===== config.mk =====
export PLATFORM = sky130hd
export DESIGN_NAME = fp16_operand_deserializer
export DESIGN_NICKNAME = d
export VERILOG_FILES = /design/src/rtl/fp16_operand_deserializer_pkg.sv /design/src/rtl/fp16_operand_deserializer_bit_demux16.sv /design/src/rtl/fp16_operand_deserializer.sv
export SDC_FILE = /design/constraint.sdc
export NUM_CORES = 1
export LEC_CHECK = 0
export BUFFER_PORTS_ARGS = -buffer_cell sky130_fd_sc_hd__buf_4
export CORE_MARGIN = 3
export CORE_UTILIZATION = 55
export CTS_CLUSTER_DIAMETER = 30
export DETAILED_ROUTE_END_ITERATION = 10
export GPL_TIMING_DRIVEN = 0
export PLACE_DENSITY = 0.77
export SLEW_MARGIN = 40
export SYNTH_ARGS = -nofsm -noshare
export SYNTH_HDL_FRONTEND = slang
export SYNTH_HIERARCHICAL = 1
export SYNTH_SLANG_ARGS = --single-unit

===== constraint.sdc =====
create_clock -name clk -period 2.7 [get_ports clk]
set_input_delay 0.27 -clock clk [delete_from_list [all_inputs] [get_ports clk]]
set_output_delay 0.27 -clock clk [all_outputs]
set_load 0.1 [all_outputs]

===== src/rtl/fp16_operand_deserializer_pkg.sv =====
// Shared definitions for the FP16 operand deserializer: operand width and
// FSM state encoding.
package fp16_operand_deserializer_pkg;

    localparam int FP16_W = 16;

    typedef enum logic [1:0] {
        ST_COL_A = 2'd0,
        ST_COL_B = 2'd1,
        ST_HOLD  = 2'd2
    } state_e;

endpackage


===== src/rtl/fp16_operand_deserializer_bit_demux16.sv =====
// Combinational bit demultiplexer: turns a bit index plus enable into a
// one-hot write-enable vector and replicates the data bit across the word,
// so the caller can do a masked single-bit update of any operand register.
module bit_demux16 #(
    parameter int WIDTH = 16,
    parameter int IDX_W = $clog2(WIDTH)
) (
    input  logic [IDX_W-1:0] idx,
    input  logic             en,
    input  logic             din,
    output logic [WIDTH-1:0] we,
    output logic [WIDTH-1:0] data
);

    // Decode the index into a one-hot enable and fan the data bit out
    always_comb begin
        we   = {WIDTH{1'b0}};
        data = {WIDTH{din}};
        if (en) begin
            we[idx] = 1'b1;
        end else begin
            we = {WIDTH{1'b0}};
        end
    end

endmodule


===== src/rtl/fp16_operand_deserializer.sv =====
// Bit-serial to parallel front end for the FP16 adder. Collects operand A
// then operand B from a 1-bit stream, one bit per accepted beat, and hands
// the pair over through a valid/ready handshake. A bit flagged s_first in
// the middle of a frame restarts the frame at bit 0 of A and pulses
// frame_err for one cycle.
module fp16_operand_deserializer
    import fp16_operand_deserializer_pkg::*;
#(
    parameter int WIDTH     = FP16_W,
    parameter bit MSB_FIRST = 1'b1
) (
    input  logic             clk,
    input  logic             rst_n,
    input  logic             s_valid,
    output logic             s_ready,
    input  logic             s_bit,
    input  logic             s_first,
    output logic             out_valid,
    input  logic             out_ready,
    output logic [WIDTH-1:0] op_a,
    output logic [WIDTH-1:0] op_b,
    output logic             frame_err
);

    localparam int              IDX_W    = $clog2(WIDTH);
    localparam logic [IDX_W-1:0] IDX_ZERO = IDX_W'(0);
    localparam logic [IDX_W-1:0] IDX_ONE  = IDX_W'(1);
    localparam logic [IDX_W-1:0] LAST_IDX = IDX_W'(WIDTH - 1);

    state_e            state_r;
    logic [IDX_W-1:0]  idx_r;
    logic [WIDTH-1:0]  op_a_r;
    logic [WIDTH-1:0]  op_b_r;
    logic              out_valid_r;
    logic              s_ready_r;
    logic              frame_err_r;

    logic              accept_s;
    logic              resync_s;
    logic              sel_b_s;
    logic [IDX_W-1:0]  wr_idx_s;
    logic [IDX_W-1:0]  pos_s;
    logic [WIDTH-1:0]  we_s;
    logic [WIDTH-1:0]  data_s;

    // Accept/resync decode and bit-position mapping for the shared demux
    always_comb begin
        accept_s = s_valid & s_ready_r;
        resync_s = 1'b0;
        wr_idx_s = idx_r;
        sel_b_s  = 1'b0;
        pos_s    = IDX_ZERO;
        // s_first at the very start of A is a normal accept, anywhere else it restarts
        if (accept_s && s_first && !((state_r == ST_COL_A) && (idx_r == IDX_ZERO))) begin
            resync_s = 1'b1;
        end else begin
            resync_s = 1'b0;
        end
        if (resync_s) begin
            wr_idx_s = IDX_ZERO;
            sel_b_s  = 1'b0;
        end else begin
            wr_idx_s = idx_r;
            sel_b_s  = (state_r == ST_COL_B);
        end
        if (MSB_FIRST) begin
            pos_s = LAST_IDX - wr_idx_s;
        end else begin
            pos_s = wr_idx_s;
        end
    end

    bit_demux16 #(
        .WIDTH (WIDTH),
        .IDX_W (IDX_W)
    ) u_demux (
        .idx  (pos_s),
        .en   (accept_s),
        .din  (s_bit),
        .we   (we_s),
        .data (data_s)
    );

    // Collection FSM, index counter, operand registers and handshake outputs
    always_ff @(posedge clk or negedge rst_n) begin
        if (!rst_n) begin
            state_r     <= ST_COL_A;
            idx_r       <= IDX_ZERO;
            op_a_r      <= {WIDTH{1'b0}};
            op_b_r      <= {WIDTH{1'b0}};
            out_valid_r <= 1'b0;
            s_ready_r   <= 1'b1;
            frame_err_r <= 1'b0;
        end else begin
            frame_err_r <= resync_s;
            if (accept_s) begin
                if (sel_b_s) begin
                    op_b_r <= (op_b_r & ~we_s) | (data_s & we_s);
                end else begin
                    op_a_r <= (op_a_r & ~we_s) | (data_s & we_s);
                end
            end
            case (state_r)
                ST_COL_A, ST_COL_B: begin
                    if (resync_s) begin
                        state_r <= ST_COL_A;
                        idx_r   <= IDX_ONE;
                    end else if (accept_s) begin
                        if (idx_r == LAST_IDX) begin
                            idx_r <= IDX_ZERO;
                            if (state_r == ST_COL_A) begin
                                state_r <= ST_COL_B;
                            end else begin
                                state_r     <= ST_HOLD;
                                out_valid_r <= 1'b1;
                                s_ready_r   <= 1'b0;
                            end
                        end else begin
                            idx_r <= idx_r + IDX_ONE;
                        end
                    end
                end
                ST_HOLD: begin
                    if (out_ready) begin
                        state_r     <= ST_COL_A;
                        out_valid_r <= 1'b0;
                        s_ready_r   <= 1'b1;
                    end
                end
                default: begin
                    state_r     <= ST_COL_A;
                    idx_r       <= IDX_ZERO;
                    out_valid_r <= 1'b0;
                    s_ready_r   <= 1'b1;
                end
            endcase
        end
    end

    assign s_ready   = s_ready_r;
    assign out_valid = out_valid_r;
    assign op_a      = op_a_r;
    assign op_b      = op_b_r;
    assign frame_err = frame_err_r;

endmodule


### After elaboration in Yosys (flattened, before gate mapping)

Cells that the tools add are included.

| storage, ports and cells | value |
|---|---|
| input bits | 6 |
| output and inout bits | 35 |
| bits in registers | 41 |

| cells by class | value |
|---|---|
| reductions and logical operators | 13 |
| magnitude comparators | 2 |
| bitwise logic cells | 9 |
| add/subtract/negate cells | 2 |
| eq/ne operators | 10 |
| mux-type cells | 28 |

Operators by type and width:

| cell | count |
|---|---|
| $and 16x16->16 | 3 |
| $or 16x16->16 | 2 |
| $mux 16 | 1 |
| $mux 4 | 4 |
| $not 16->16 | 1 |
| $mux 1 | 13 |
| $mux 2 | 5 |
| $ne 2x2->1 const B | 5 |
| $pmux 4 s2 | 1 |
| $ne 3x3->1 const B | 2 |
| $reduce_and 2->1 | 3 |
| $lt 4x5->1 const B | 1 |
| $reduce_and 5->1 | 1 |
| $add 4x1->4 const B | 1 |
| $demux 1 s4 | 1 |
| $eq 4x4->1 const B | 1 |
| $ge 4x1->1 const B | 1 |
| $logic_and 1x1->1 | 4 |
| $logic_not 4->1 | 1 |
| $pmux 1 s2 | 2 |
| $pmux 2 s2 | 1 |
| $sub 4x4->4 const A | 1 |
| $reduce_and 3->1 | 1 |
| $eq 2x1->1 const B | 1 |
| other kinds (6) | 7 |

### Depth between registers and ports, before layout

| depth | value |
|---|---|
| word-level depth | 15 |
| gate-level depth with buffers | 9 |

### Modules after synthesis

Netlist, hierarchy kept.

Modules (own cells, without submodules):

| module | area each (µm²) | cells each | times used |
|---|---|---|---|
| fp16_operand_deserializer | 1903.1 | 164 | 1 |
| bit_demux16 | 237.7 | 39 | 1 |

### Least setup slack after synthesis

No wires, ideal clock.

| timing path | value |
|---|---|
| path type | flip-flop to flip-flop |
| start | register s_ready_r (netlist: s_ready) |
| end | register (tool-made name) |
| stages on the path, launching flop included | 10 |
| arrival | 2520 ps |
| data required time | 2572 ps |
| period minus slack after synthesis | 2648 ps |
| setup slack | 52 ps |
| cells stage by stage | dfstp_2 > nand2_1 > inv_2 > clkbuf_1 > o211ai_1 > nand2_1 > nand2b_1 > nor2_1 > nand3_1 > mux2_1 |

RTL lines:

| item | line | text |
|---|---|---|
| start: declaration | fp16_operand_deserializer.sv:35 | `logic s_ready_r;` |
| start signal: assignment | fp16_operand_deserializer.sv:92 | `s_ready_r <= 1'b1;` |
| start signal: assignment | fp16_operand_deserializer.sv:116 | `s_ready_r <= 1'b0;` |
| start signal: assignment | fp16_operand_deserializer.sv:127 | `s_ready_r <= 1'b1;` |

==> results.md <==
- Iteration count of the initial detailed-routing pass: 4
- Most common cell in the netlist: dfrtp_1
- Vias in the first global route: approximately 1.6k
- Clk buf depth: 2
- Sw frac: between 40% and 50%
- Core Footprint: roughly 3700 sq um
- First-pass GRT wire length: around 7.6 mm
- Die W: ~70 um
- CTS tree: done
- Finished Cell Area: 2720 sq um
- # DRC: 0
- Fin Setup TNS: 0 ns
- Most used DFF post-synth: dfrtp_1
- R2r setup slk: about 0.081 ns
- Post-Syn Nets: around 210
- Setup-failing EPs final: 0
- CTS H-tree depth: 2
- RR Startpoint: idx_r[0]
- Antenna cell count: 0
- Routed met1 length: ~2.2 mm
- Fin. Hold Viols: 0
- VDD IR max: just under 0.8 mV
- Worst setup SP type: flip-flop
- Clk Tree Root Cell: clkbuf_8
- DR WL met3: about 250 um
- Max-Cap Viols: 0
- Fillers: just under 300
- Leak: 1.34 nW
- Gate Count Post-Synth: 203
- Clk sinks: roughly 40
- Register share of total power: between 30% and 40%
- WL final: approximately 4.8 mm
- Crit path kind: flip-flop to flip-flop
- Area growth from synthesis to layout: 27.1%
- Synth area leader: dfrtp_1
- Worst min-delay path class: input port to flip-flop
- Fmax: about 380 MHz
- Total number of vias: 1710
- I/O pins: 41
- Largest net degree at the start of global routing: 42
- Async S/R FF share, synth: 100%
- Yosys reg bits: 41
- Mean routed wirelength per cell: between 15 and 20 um
- RD Place Congestion: 0.898
- RSZ-0062 raised after global routing: yes
- Input/output buffers: 39
- Met2 Routed Length: between 2 and 2.5 mm
- HPWL after detailed placement: between 3 and 4 mm
- Status: finished, final reports clean
- Clock group share of total power: between 10% and 20%
- Die Footprint: 4680 sq um
- Synth top area share: roughly 47%
- Internal power: ~0.0013 W
- Post-synth EDFFs: 0
- Mapped cell area: 2140 sq um
- Utilization after layout: 73.2%
- Overflow after GRT: 0
- Post-place instance area: ~2500 sq um
- Synth cell count leaders: 40 x dfrtp_1, 36 x nand3_1, 32 x mux2_1
- Initial core utilization: 57.6%
- Final #Nets: about 270
- DR iter-0 viols: approximately 140
- Total CTS buffers: 5
- Initial antenna violation count: 0
- Clock Latency Late Sink: just under 0.3 ns
- Vias per cell: 5.59
- Clock period minus worst slack: about 2.6 ns
- Syn avg cell area: between 10 and 15 sq um
- Seq/Total Area, Yosys: 48.0%
- Worst Skew: 0.00428 ns
- Slew Viols, Final: 0
- Clk slew on worst S/H paths: roughly 0.08 ns
- Worst Tran Pin Value: between 0.5 and 0.6 ns
- Switching power: between 0.001 and 0.0015 W
- Top routing layer in use: met4
- Crit path from: idx_r[0]
- Critical Path RT: between 2 and 3 ns
- FF-to-FF path depth: 9
- Netlist cell types: 36
- Final period utilization: 97.0%
- Yosys warning count: 6
- Placement Rows: 22
- Part of the power in combinational logic: between 50% and 60%
- Arrival time worst endpoint: ~2.8 ns
- Area contributors post-synth: dfrtp_1 47%, mux2_1 17%, nand3_1 8.4%, buf_4 5.6%, nor2_1 2.3%
- Critical-path maximum fanout: 7
- Layout cell share with drive strength beyond 1: 36.8%
- Gr usage total: a little over a fifth
- PwrDens: approximately 950 nW/um^2
- Slew margin rel.: between 60% and 70%
- ANT nets after route: 0
- Chip height: about 68 um
- Critical Path Sink Type: flip-flop
power by group through the flow:
stage          sequential, W  combinational, W  clock, W
3_5_place_dp        0.000835           0.00123         0
6_report            0.000815           0.00133  0.000435
3_3_place_gp        0.000829           0.00122         0
4_1_cts             0.000824           0.00124  0.000443
5_1_grt             0.000831           0.00138  0.000473
2_1_floorplan        0.00155          0.000244         0
area by class of cell:
cell class | count | area (sq um) | share of cell area [%]
Clock buffer | 7 | 96.3 | 3.54
Multi-Input combinational cell | 130 | 978 | 36.0
Tap cell | 48 | 60.1 | 2.21
Sequential cell | 41 | 1030 | 37.8
Clock inverter | 1 | 5.00 | 0.184
Timing Repair Buffer | 47 | 359 | 13.2
Inverter | 6 | 22.5 | 0.828
Buffer | 26 | 170 | 6.25
metal layers:
layer	up-vias	global-route usage (%)
met5	-	0
met4	0	7.44
met3	7	4.43
met2	53	33.1
met1	837	30.7
li1	813	-
through the flow:
stage / worst slack [ns] / total power [W] / hold slack (ns) / cells
final: 0.0812 / 0.00258 / 0.150 / 306
after global routing: -0.0559 / 0.00269 / 0.151 / 306
after CTS: 0.00531 / 0.00250 / 0.147 / 299
after detailed placement: 0.0389 / 0.00207 / 0.286 / 290
after global placement: 0.0170 / 0.00205 / 0.281 / 290
after floorplan: 0.0515 / 0.00180 / -0.0256 / 203
kinds of logic after synthesis:
logic type | synth area share [%]
and+or+nand+nor | 18.5
adders and majority gates | 1.17
muxes | 16.8
xor gates and xnor gates | 0.409
buffers and inverters | 8.94
AOI/OAI and AO/OA | 6.20
DFF | 48.0
critical path, cell delays in order, from the launching register on:
cell      delay (ns)
dfrtp_2         0.41
inv_1           0.08
ha_1            0.16
or4b_4          0.46
o211ai_1        0.34
nand2_2         0.23
nand2b_4        0.23
nor2_2          0.16
nand3_1         0.12
mux2_4          0.32
cells in the final DEF, fill, tap and decap left out, drive strengths merged, types with 2 or more instances in the layout:
cell type / synthesis / final
mux2: 32 / 32
dfrtp: 40 / 40
nor3: 4 / 4
a21oi: 2 / 2
nand2b: 4 / 4
buf: 21 / 67
inv: 6 / 6
o22ai: 3 / 3
nand3: 36 / 36
clkbuf: 5 / 12
a22o: 2 / 2
nand2: 11 / 11
a31oi: 2 / 2
o21ai: 4 / 4
nand3b: 2 / 2
ha: 2 / 2
or3b: 2 / 2
nor2: 13 / 13
a31o: 2 / 2
worst min path at each step:
| stage | end | slack [ns] | cells after the start | startpoint |
|---|---|---|---|---|
| after floorplan | async pin | -0.03 | 0 | rst_n |
| final | state_r[1] | 0.15 | 2 | out_ready |
| after detailed placement | async pin | 0.29 | 1 | rst_n |
| after CTS | state_r[1] | 0.15 | 2 | out_ready |
| after global placement | async pin | 0.28 | 1 | rst_n |
| after global routing | state_r[1] | 0.15 | 2 | out_ready |
timing repair:
item / in CTS / in global routing
endpoints found under the setup margin: 0 / 31
hold buffers: 1 / 0
endpoints found under the hold margin: 40 / 0
resized for setup: 0 / 20
setup buffers: 0 / 7
Note: power is estimated with default switching activity, not from simulation.
